### src/rtl/salsa_stream_ctrl.sv
// Salsa20 stream controller: sequences key/IV loads and keystream requests to a Salsa20 core
// and XORs each 128-bit keystream word onto the data. Define SALSA_CTRL_TIMEOUT_EN for the core watchdog.

module salsa_stream_ctrl #(
   parameter int TIMEOUT = 64
) (
   input  logic         CLK,
   input  logic         RST_N,
   output logic         CFG_READY,
   input  logic         CFG_KEY,
   input  logic [255:0] KEY_IN,
   input  logic         CFG_IV,
   input  logic [127:0] IV_IN,
   input  logic         IN_VALID,
   output logic         IN_READY,
   input  logic [127:0] IN_DATA,
   output logic         OUT_VALID,
   input  logic         OUT_READY,
   output logic [127:0] OUT_DATA,
   output logic         CORE_SET_KEY,
   output logic         CORE_SET_COUNT,
   output logic         CORE_START_ENC,
   output logic [255:0] CORE_KEY_IN,
   output logic [127:0] CORE_DATA_IN,
   input  logic         CORE_BUSY,
   input  logic [127:0] CORE_DATA_OUT,
   output logic         ERR
);

   typedef enum logic [2:0] {IDLE, KEY_CMD, IV_CMD, DRAIN_CMD, GEN_CMD, WAIT, OUT} state_t;
   typedef enum logic [1:0] {OP_DATA, OP_KEY, OP_IV, OP_DRAIN} op_t;

   state_t        state_reg;
   op_t           op_reg;
   logic          pend_iv_reg;
   logic [255:0]  key_reg;
   logic [127:0]  iv_reg;
   logic [127:0]  data_reg;
   logic [127:0]  out_data_reg;
   logic          out_valid_reg;
   logic          key_ok_reg;
   logic          iv_ok_reg;
   logic [1:0]    word_idx_reg;
   logic          set_key_reg;
   logic          set_count_reg;
   logic          start_enc_reg;

`ifdef SALSA_CTRL_TIMEOUT_EN
   localparam int TMO_W = (TIMEOUT > 1) ? $clog2(TIMEOUT) : 1;
   logic [TMO_W-1:0] tmo_reg;
   logic             err_reg;
   assign ERR = err_reg;
`else
   // No watchdog: ERR is constant 0 for any legal TIMEOUT.
   assign ERR = (TIMEOUT < 0);
`endif

   assign CFG_READY      = (state_reg == IDLE) && !out_valid_reg;
   assign IN_READY       = CFG_READY && key_ok_reg && iv_ok_reg && !CFG_KEY && !CFG_IV;
   assign OUT_VALID      = out_valid_reg;
   assign OUT_DATA       = out_data_reg;
   assign CORE_SET_KEY   = set_key_reg;
   assign CORE_SET_COUNT = set_count_reg;
   assign CORE_START_ENC = start_enc_reg;
   assign CORE_KEY_IN    = key_reg;
   assign CORE_DATA_IN   = iv_reg;

   always_ff @(posedge CLK or negedge RST_N) begin
      if (!RST_N) begin
         state_reg     <= IDLE;
         op_reg        <= OP_DATA;
         pend_iv_reg   <= 1'b0;
         key_reg       <= '0;
         iv_reg        <= '0;
         data_reg      <= '0;
         out_data_reg  <= '0;
         out_valid_reg <= 1'b0;
         key_ok_reg    <= 1'b0;
         iv_ok_reg     <= 1'b0;
         word_idx_reg  <= 2'd0;
         set_key_reg   <= 1'b0;
         set_count_reg <= 1'b0;
         start_enc_reg <= 1'b0;
`ifdef SALSA_CTRL_TIMEOUT_EN
         tmo_reg       <= '0;
         err_reg       <= 1'b0;
`endif
      end else begin
         set_key_reg   <= 1'b0;
         set_count_reg <= 1'b0;
         start_enc_reg <= 1'b0;
`ifdef SALSA_CTRL_TIMEOUT_EN
         if (state_reg != WAIT)
            tmo_reg <= '0;
`endif
         case (state_reg)
            IDLE: begin
               if (CFG_READY && (CFG_KEY || CFG_IV)) begin
                  pend_iv_reg <= !CFG_KEY;
                  if (CFG_KEY)
                     key_reg <= KEY_IN;
                  else
                     iv_reg <= IV_IN;
                  // Core is mid-block: burn the remaining words so the new config starts on a block boundary.
                  if (word_idx_reg != 2'd0) begin
                     state_reg     <= DRAIN_CMD;
                     op_reg        <= OP_DRAIN;
                     start_enc_reg <= 1'b1;
                  end else if (CFG_KEY) begin
                     state_reg   <= KEY_CMD;
                     op_reg      <= OP_KEY;
                     set_key_reg <= 1'b1;
                  end else begin
                     state_reg     <= IV_CMD;
                     op_reg        <= OP_IV;
                     set_count_reg <= 1'b1;
                  end
               end else if (IN_VALID && IN_READY) begin
                  data_reg      <= IN_DATA;
                  state_reg     <= GEN_CMD;
                  op_reg        <= OP_DATA;
                  start_enc_reg <= 1'b1;
               end
            end
            KEY_CMD, IV_CMD, DRAIN_CMD, GEN_CMD: state_reg <= WAIT;
            WAIT: begin
               if (!CORE_BUSY) begin
                  case (op_reg)
                     OP_DATA: begin
                        out_data_reg  <= data_reg ^ CORE_DATA_OUT;
                        out_valid_reg <= 1'b1;
                        word_idx_reg  <= word_idx_reg + 2'd1;
                        state_reg     <= OUT;
                     end
                     OP_KEY: begin
                        key_ok_reg <= 1'b1;
                        state_reg  <= IDLE;
                     end
                     OP_IV: begin
                        iv_ok_reg <= 1'b1;
                        state_reg <= IDLE;
                     end
                     default: begin
                        word_idx_reg <= word_idx_reg + 2'd1;
                        if (word_idx_reg == 2'd3) begin
                           if (pend_iv_reg) begin
                              state_reg     <= IV_CMD;
                              op_reg        <= OP_IV;
                              set_count_reg <= 1'b1;
                           end else begin
                              state_reg   <= KEY_CMD;
                              op_reg      <= OP_KEY;
                              set_key_reg <= 1'b1;
                           end
                        end else begin
                           state_reg     <= DRAIN_CMD;
                           start_enc_reg <= 1'b1;
                        end
                     end
                  endcase
               end
`ifdef SALSA_CTRL_TIMEOUT_EN
               else if (tmo_reg == TMO_W'(TIMEOUT - 1)) begin
                  err_reg      <= 1'b1;
                  key_ok_reg   <= 1'b0;
                  iv_ok_reg    <= 1'b0;
                  word_idx_reg <= 2'd0;
                  state_reg    <= IDLE;
               end else begin
                  tmo_reg <= tmo_reg + 1'b1;
               end
`endif
            end
            OUT: begin
               if (OUT_READY) begin
                  out_valid_reg <= 1'b0;
                  state_reg     <= IDLE;
               end
            end
            default: state_reg <= IDLE;
         endcase
      end
   end

endmodule

### config.mk
export PLATFORM = sky130hd
export DESIGN_NAME = salsa_stream_ctrl
export DESIGN_NICKNAME = d
export VERILOG_FILES = /design/src/rtl/salsa_stream_ctrl.sv
export SDC_FILE = /design/constraint.sdc
export NUM_CORES = 1
export LEC_CHECK = 0
export CAP_MARGIN = 10
export CORE_AREA = 2 2 448 450
export CTS_CLUSTER_SIZE = 28
export DETAILED_ROUTE_END_ITERATION = 10
export DIE_AREA = 0 0 450 452
export PLACE_DENSITY = 0.42
export RECOVER_POWER = 25
export SLEW_MARGIN = 30
export SYNTH_ARGS = -nofsm -noshare
export SYNTH_HDL_FRONTEND = slang
export SYNTH_SLANG_ARGS = --single-unit
### constraint.sdc
create_clock -name CLK -period 3.25 [get_ports CLK]
set_input_delay 0.65 -clock CLK [delete_from_list [all_inputs] [get_ports CLK]]
set_output_delay 0.65 -clock CLK [all_outputs]
set_load 0.01 [all_outputs]
==> parameters.txt, run 1 <==
Parameter                              Value

Timing
  Setup repair after global routing missed its margin    no
  Number of hold violations in the final report    0
  Fmax    0.324 GHz
  Final worst path period need    3.09 ns
  Worst rel slew slack    -0.648
  Worst clock skew on the final layout    0.0315 ns
  Post-Route Setup TNS    0 ns
  Slew Viols, Final    53
  Transition at the pin with the smallest max-transition slack    2.47 ns
  Worst path setup slack after routing    0.164 ns
  Setup violations, final    0
  Post-route clock period utilization    0.949

Synth
  Post-Synthesis Net Count    2362
  Dominant register cell in the synthesized netlist    dfrtp_1
  Part of the Yosys area used for sequential elements    0.637
  Synthesized area per cell    15.0 sq um
  Number of flip-flops and latches in the synthesized netlist    654
  Instance count of the mapped netlist    1708
  Netlist area before placement    0.0257 sq mm
  Number of warning messages in the yosys log    0
  Proportion of synthesized flip-flops having asynchronous set or reset    1.00
  Number of distinct library cell variants in the gate-level netlist after synthesis    36
  Number of enable flip-flop cells after synthesis    0

Power
  Switching power share of the total    0.325
  Leakage    18.7 nW
  Maximum vdd drop    0.000405 V
  Internal power contribution    0.0256 W
  Sequential share of power    0.365
  Switching power total    0.0123 W
  Gate power share    0.382
  PD cells    868 mW/mm^2
  Clock group share of total power    0.253

Placement
  Cell area after placement    0.0410 sq mm
  Count of port buffers added during placement    1164
  Hpwl dp    96900 um
  Total instance count after detailed placement    5499
  Final RePlAce weighted congestion    0.833
  Worst slack at placement    0.415 ns

Outcome
  Run status    finished, violations left
  Violations in the final reports    max-capacitance violations, max-slew violations

Critical path
  Critical path launch point type    register
  Critical path's largest stage delay    0.55 ns
  Register-to-Register Setup Slack    0.97 ns
  Cell-by-cell trace of the critical path    nor4_4, and3_1, clkdlybuf4s50_1
  Worst-case reg-to-reg path depth    5
  Crit path capture type    output port
  Reg-to-Reg End    CORE_DATA_IN[77]
  Crit-path max FO    9
  CP Class    reg2out
  CP Data Arrival Time    2.44 ns
  Slowest stage cell on the critical path    clkdlybuf4s50_1
  Data required, critical path    2.60 ns
  Source of the worst register-to-register timing path    state_reg[0]

Layout
  Post-synthesis to final-layout area growth    70.4%
  Fraction of layout instances using a drive strength above 1    0.236
  Final #Nets    3586
  Max FFs per register    256
  FILL cells    21400
  Post-route design area    0.0438 sq mm
  Number of standard cells in the final layout excluding fillers    5664

Worst hold path
  Worst hold path endpoint    iv_ok_reg
  Start point of the worst min-delay path    iv_ok_reg
  Path class of the lowest-slack min-delay path    reg2reg
  Worst hold path cell count    1

Global route
  Number of antenna violations at the first check in global routing    27
  All-layer global routing usage    0.115
  First-pass GRT wire length    163000 um
  Number of global-route vias before repair    19300
  Aggregate global routing overflow    0
  Pin count of the biggest net entering global routing    64

Floorplan
  Die Span Y    452 um
  Row count    164
  Area of the die    0.203 sq mm
  I/O pin count    1166
  Overall die width    450 um
  Core Area    0.199 sq mm
  Initial core utilization    0.129

Route
  Residual DRC    0
  Routed wirelength normalized by instance count    21.2 um
  Total via count in the routed design    18100
  Count of TritonRoute iterations in the first routing pass    4
  Wire length reported by the detailed router    120000 um
  Detail-routed via count per cell    3.20
  Post-DRT Antenna Nets    0
  Number of DRC markers in iteration 0    725

Clock tree
  Clock latency on the worst-skew pair    0.70 ns
  Setup Fix Bufs, Post-CTS    0
  Root buffer cell    clkbuf_16
  Maximum level of the CTS H-tree    3
  Number of buffers inserted during clock tree synthesis    86
  TritonCTS Sinks    654
  TritonCTS clock tree    built
  Clock-pin slew reported for the worst setup and hold paths after clock tree synthesis    0.05 ns
  Bufs on Longest Clock Path    3

Flow run
  Max-capacitance violation count    1
synthesized netlist by cell type, drive strengths merged, types with 2 or more instances:
cell type,count,share of area
nand3b,4,0.0012
and2,2,0.00049
xnor2,129,0.044
a21boi,2,0.00058
nand2,135,0.020
o21ai,137,0.027
clkbuf,39,0.0057
buf,49,0.012
nor3,2,0.00039
o22ai,5,0.0012
ha,7,0.0034
inv,10,0.0015
a21o,2,0.00058
dfrtp,654,0.64
mux2,515,0.24
through the flow:
step,hold slack [ns],utilization,total power (W)
after floorplan,0.354,-,0.0186
after global placement,0.431,0.206,0.0288
after detailed placement,0.441,0.206,0.0289
after CTS,0.434,0.220,0.0389
after global routing,0.470,0.220,0.0401
final,0.447,0.220,0.0380
timing repair:
action / 4_1_cts / 5_1_grt
endpoints found under the hold margin: 36 / 0
resized for setup: 0 / 0
hold buffers: 1 / 0
cells by family (layout without fill, tap and decap cells):
logic type / Yosys count / after routing / share of synthesized area
AOI/OAI and AO/OA: 152 / 152 / 0.0311
muxes: 515 / 515 / 0.240
xor gates and xnor gates: 129 / 129 / 0.0440
other: 1 / 13 / 0.000146
and+or+nand+nor: 152 / 152 / 0.0247
DFF: 654 / 654 / 0.637
adders and majority gates: 7 / 7 / 0.00341
buffers and inverters: 98 / 1386 / 0.0194
layout make-up:
| type | instances | area (sq um) | area share |
|---|---|---|---|
| clock buffers | 126 | 2500 | 0.0572 |
| flip-flops and latches | 654 | 16400 | 0.374 |
| clock inverters | 26 | 313 | 0.00715 |
| multi-input cells | 956 | 8840 | 0.202 |
| well taps | 2656 | 3320 | 0.0759 |
| diodes | 12 | 30.0 | 0.000686 |
| inverters | 10 | 37.5 | 0.000858 |
| repair buffers | 1224 | 12400 | 0.282 |
cells in the final DEF, fill, tap and decap left out, types with 2 or more instances in the layout:
| cell type | Yosys | layout |
|---|---|---|
| mux2_4 | 98 | 98 |
| clkinv_2 | 0 | 15 |
| o22ai_1 | 5 | 5 |
| mux2_2 | 417 | 417 |
| nor3_1 | 2 | 2 |
| clkinv_16 | 0 | 2 |
| clkbuf_8 | 0 | 18 |
| clkdlybuf4s50_1 | 0 | 1163 |
| diode_2 | 0 | 12 |
| dfrtp_1 | 654 | 654 |
| a21o_1 | 2 | 2 |
| inv_16 | 0 | 2 |
| nand2_4 | 0 | 2 |
| a21boi_0 | 2 | 2 |
| inv_1 | 10 | 10 |
| clkinvlp_4 | 0 | 2 |
| clkbuf_2 | 0 | 6 |
| clkbuf_1 | 39 | 25 |
| clkbuf_16 | 0 | 87 |
| bufinv_16 | 0 | 3 |
| nand2_1 | 135 | 133 |
| buf_4 | 1 | 27 |
| clkinv_8 | 0 | 2 |
| and2_1 | 2 | 2 |
| xnor2_1 | 129 | 129 |
| nand3b_1 | 4 | 4 |
| o21ai_0 | 136 | 136 |
| buf_12 | 0 | 22 |
| ha_1 | 7 | 7 |
critical path: cells and delay by family, from the launching register on:
family / cells / cell delay, ns
and+or+nand+nor: 2 / 0.71
buffers and inverters: 1 / 0.55
DFF: 1 / 0.48
how the worst max path moves through the flow:
stage / end / slack, ns / from
floorplan: CORE_DATA_IN[100] / 1.12 / state_reg[2]
global placement: CORE_DATA_IN[53] / 0.44 / CFG_KEY
detailed placement: CORE_DATA_IN[38] / 0.41 / CFG_KEY
CTS: IN_READY / 0.03 / state_reg[0]
global route: IN_READY / 0.03 / state_reg[1]
finish: IN_READY / 0.16 / state_reg[0]
power by group through the flow:
stage                     combinational, W  clock (W)  sequential (W)
after floorplan                    0.00390          0          0.0147
after global placement              0.0149          0          0.0140
after detailed placement            0.0149          0          0.0140
after CTS                           0.0150     0.0100          0.0139
after global routing                0.0155     0.0104          0.0143
final                               0.0145    0.00960          0.0138
per-layer routing:
metal | up-vias | global-route usage | wire [um] | share of wire
met4 | 20 | 0.0467 | 4360 | 0.036
li1 | 8344 | - | - | -
met5 | - | 0.00303 | 196 | 0.0016
met3 | 158 | 0.0473 | 10500 | 0.088
met1 | 8946 | 0.119 | 42800 | 0.36
met2 | 678 | 0.204 | 62200 | 0.52
Power figures use the tool's default switching activity.
==> run 2, diff against run 1 <==
--- a/config.mk
+++ b/config.mk
@@ -5,12 +5,13 @@
 export SDC_FILE = /design/constraint.sdc
 export NUM_CORES = 1
 export LEC_CHECK = 0
-export CAP_MARGIN = 10
+export ABC_CLOCK_PERIOD_IN_PS = 3250
 export CORE_AREA = 2 2 448 450
 export CTS_CLUSTER_SIZE = 28
 export DETAILED_ROUTE_END_ITERATION = 10
 export DIE_AREA = 0 0 450 452
-export PLACE_DENSITY = 0.42
+export DONT_BUFFER_PORTS = 1
+export PLACE_DENSITY = 0.34
 export RECOVER_POWER = 25
 export SLEW_MARGIN = 30
 export SYNTH_ARGS = -nofsm -noshare
==> run 2 against run 1 <==
  * The flow now finishes without violations
  * Cell count decreased by 16%
  * Worst setup slack improved by 0.35 ns
  * Global-route usage decreased by 0.97 points
  * Worst hold slack got worse by 0.35 ns
  * Utilization decreased by 4.6 points
  * Sequential share of layout area increased by 9.8 points
  * Routed wire length decreased by 7.9%
  * Final area decreased by 21%
  * Critical path depth unchanged
  * Critical path type unchanged
  * Largest power group is now registers
  * Highest routed layer unchanged
==> parameters.txt, run 2 (synthesized netlist as in run 1, its figures left out) <==
Parameter                              Value

Worst hold path
  Path class of the lowest-slack min-delay path    in2reg (was reg2reg)
  Worst hold path cell count    1 (unchanged)
  Start point of the worst min-delay path    KEY_IN[224] (was iv_ok_reg)
  Worst hold path endpoint    CORE_KEY_IN[224] (was iv_ok_reg)

Layout
  Post-layout util    0.175 (was 0.220)
  Max FFs per register    256 (unchanged)
  Most common cell after layout, fill and taps aside    dfrtp_1 (was clkdlybuf4s50_1)
  FILL cells    21700 (was 21400)
  Fraction of layout instances using a drive strength above 1    0.323 (was 0.236)
  Post-synthesis to final-layout area growth    35.0% (was 70.4%)
  Commonest cells after routing, fill and taps aside    dfrtp_1, mux2_2, dlygate4sd3_1 (was clkdlybuf4s50_1, dfrtp_1, mux2_2)
  Final #Nets    2673 (was 3586)
  Number of standard cells in the final layout excluding fillers    4767 (was 5664)
  Register area    0.0164 sq mm (unchanged)
  Post-route design area    0.0347 sq mm (was 0.0438 sq mm)
  Area used by multi-input combinational logic    0.00883 sq mm (was 0.00884 sq mm)

Global route
  Aggregate global routing overflow    0 (unchanged)
  Number of antenna violations at the first check in global routing    61 (was 27)
  Number of global-route vias before repair    16900 (was 19300)
  Pin count of the biggest net entering global routing    655 (was 64)
  All-layer global routing usage    0.105 (was 0.115)
  First-pass GRT wire length    148000 um (was 163000 um)

Placement
  Count of port buffers added during placement    0 (was 1164)
  Total instance count after detailed placement    4298 (was 5499)
  Final RePlAce weighted congestion    0.901 (was 0.833)
  Hpwl dp    88500 um (was 96900 um)
  Cell area after placement    0.0288 sq mm (was 0.0410 sq mm)

Clock tree
  Bufs on Longest Clock Path    3 (unchanged)
  Root buffer cell    clkbuf_16 (unchanged)
  Resize count post-CTS    0 (unchanged)
  TritonCTS clock tree    built (unchanged)
  Setup Fix Bufs, Post-CTS    0 (unchanged)
  TritonCTS Sinks    654 (unchanged)
  Number of buffers inserted during clock tree synthesis    80 (was 86)
  Maximum level of the CTS H-tree    3 (unchanged)
  Clock latency on the worst-skew pair    0.71 ns (was 0.70 ns)
  Clock-pin slew reported for the worst setup and hold paths after clock tree synthesis    0.06 ns (was 0.05 ns)
  Hold buffer count at cts    288 (was 1)

Timing
  Post-Route Setup TNS    0 ns (unchanged)
  Transition at the pin with the smallest max-transition slack    0.774 ns (was 2.47 ns)
  Fmax    0.365 GHz (was 0.324 GHz)
  Number of hold violations in the final report    0 (unchanged)
  Slew Viols, Final    0 (was 53)
  Worst clock skew on the final layout    0.0312 ns (was 0.0315 ns)
  Smallest hold slack    0.101 ns (was 0.447 ns)
  Setup violations, final    0 (unchanged)
  Setup repair after global routing missed its margin    no (unchanged)
  Final worst path period need    2.74 ns (was 3.09 ns)
  Post-route clock period utilization    0.843 (was 0.949)
  Worst rel slew slack    0.484 (was -0.648)

Critical path
  Register-to-Register Setup Slack    0.53 ns (was 0.97 ns)
  Reg-to-Reg End    CORE_DATA_IN[35] (was CORE_DATA_IN[77])
  Data required, critical path    2.60 ns (about the same)
  Critical path launch point type    register (unchanged)
  Crit-path max FO    9 (unchanged)
  Worst-case reg-to-reg path depth    5 (unchanged)
  CP Class    reg2out (unchanged)
  CP Data Arrival Time    2.09 ns (was 2.44 ns)
  Crit path capture type    output port (unchanged)
  Source of the worst register-to-register timing path    state_reg[0] (unchanged)

Route
  Count of TritonRoute iterations in the first routing pass    4 (unchanged)
  Residual DRC    0 (unchanged)
  Detail-routed via count per cell    3.19 (was 3.20)
  Number of DRC markers in iteration 0    860 (was 725)
  Wire length reported by the detailed router    111000 um (was 120000 um)
  Post-DRT Antenna Nets    0 (unchanged)
  Routed wirelength normalized by instance count    23.2 um (was 21.2 um)
  Total via count in the routed design    15200 (was 18100)

Flow run
  Max-capacitance violation count    0 (was 1)

Floorplan
  Overall die width    450 um (unchanged)
  Die Span Y    452 um (unchanged)
  Core Area    0.199 sq mm (unchanged)
  Initial core utilization    0.129 (unchanged)
  I/O pin count    1166 (unchanged)
  Area of the die    0.203 sq mm (unchanged)
  Row count    164 (unchanged)

Power
  Leakage    15.2 nW (was 18.7 nW)
  Maximum vdd drop    0.000406 V (was 0.000405 V)
  PD cells    908 mW/mm^2 (was 868 mW/mm^2)

Outcome
  Run status    finished clean (was finished, violations left)
## run 2: cell count changes in the layout (fill, tap and decap cells not counted), sizes merged
cell,previous run,this run
clkdlybuf4s50,1163,0
dlygate4sd3,1,289
buf,50,28
clkbuf,136,114
diode,12,30
bufinv,3,7
clkinv,19,15
clkinvlp,2,5
inv,12,13
## run 2: final cells by class
type,instances,share of cell area
sequential,654,0.472
multi-input combinational,956,0.255
tap,2656,0.0958
timing repair buffer,317,0.0952
clock buffer,114,0.0663
clock inverter,30,0.0127
antenna,30,0.00216
inverter,10,0.00108
## run 2: power breakdown
part           total [W]  internal (W)  switching (W)
Clock            0.00935       0.00553        0.00382
Sequential        0.0171        0.0115        0.00565
Combinational    0.00503       0.00313        0.00190
Total             0.0315        0.0201         0.0114
## run 2: through the flow
stage | power [W] | setup WS [ns]
6_report | 0.0315 | 0.511
3_5_place_dp | 0.0222 | 0.795
2_1_floorplan | 0.0186 | 1.12
4_1_cts | 0.0322 | 0.350
5_1_grt | 0.0334 | 0.312
3_3_place_gp | 0.0221 | 0.795
## run 2: worst max path at each step
stage	slack, ns	end	startpoint	cells past startpoint
floorplan	1.12	CORE_DATA_IN[100]	state_reg[2]	8
global placement	0.80	CORE_DATA_IN[71]	state_reg[0]	5
detailed placement	0.79	CORE_DATA_IN[70]	state_reg[0]	5
CTS	0.35	IN_READY	state_reg[0]	3
global route	0.31	OUT_DATA[0]	RST_N	5
finish	0.51	IN_READY	state_reg[0]	3
## run 2: critical path, cell delays in order, from the launching register on
cell and delay (ns):
dfrtp_1 0.47, nor4_4 0.48, buf_4 0.22, and3_1 0.24
## run 2: per-layer routing
layer	global-route usage	part of all wire
met5	0	0.0018
met2	0.190	0.53
met1	0.0989	0.31
met4	0.0430	0.035
met3	0.0543	0.12
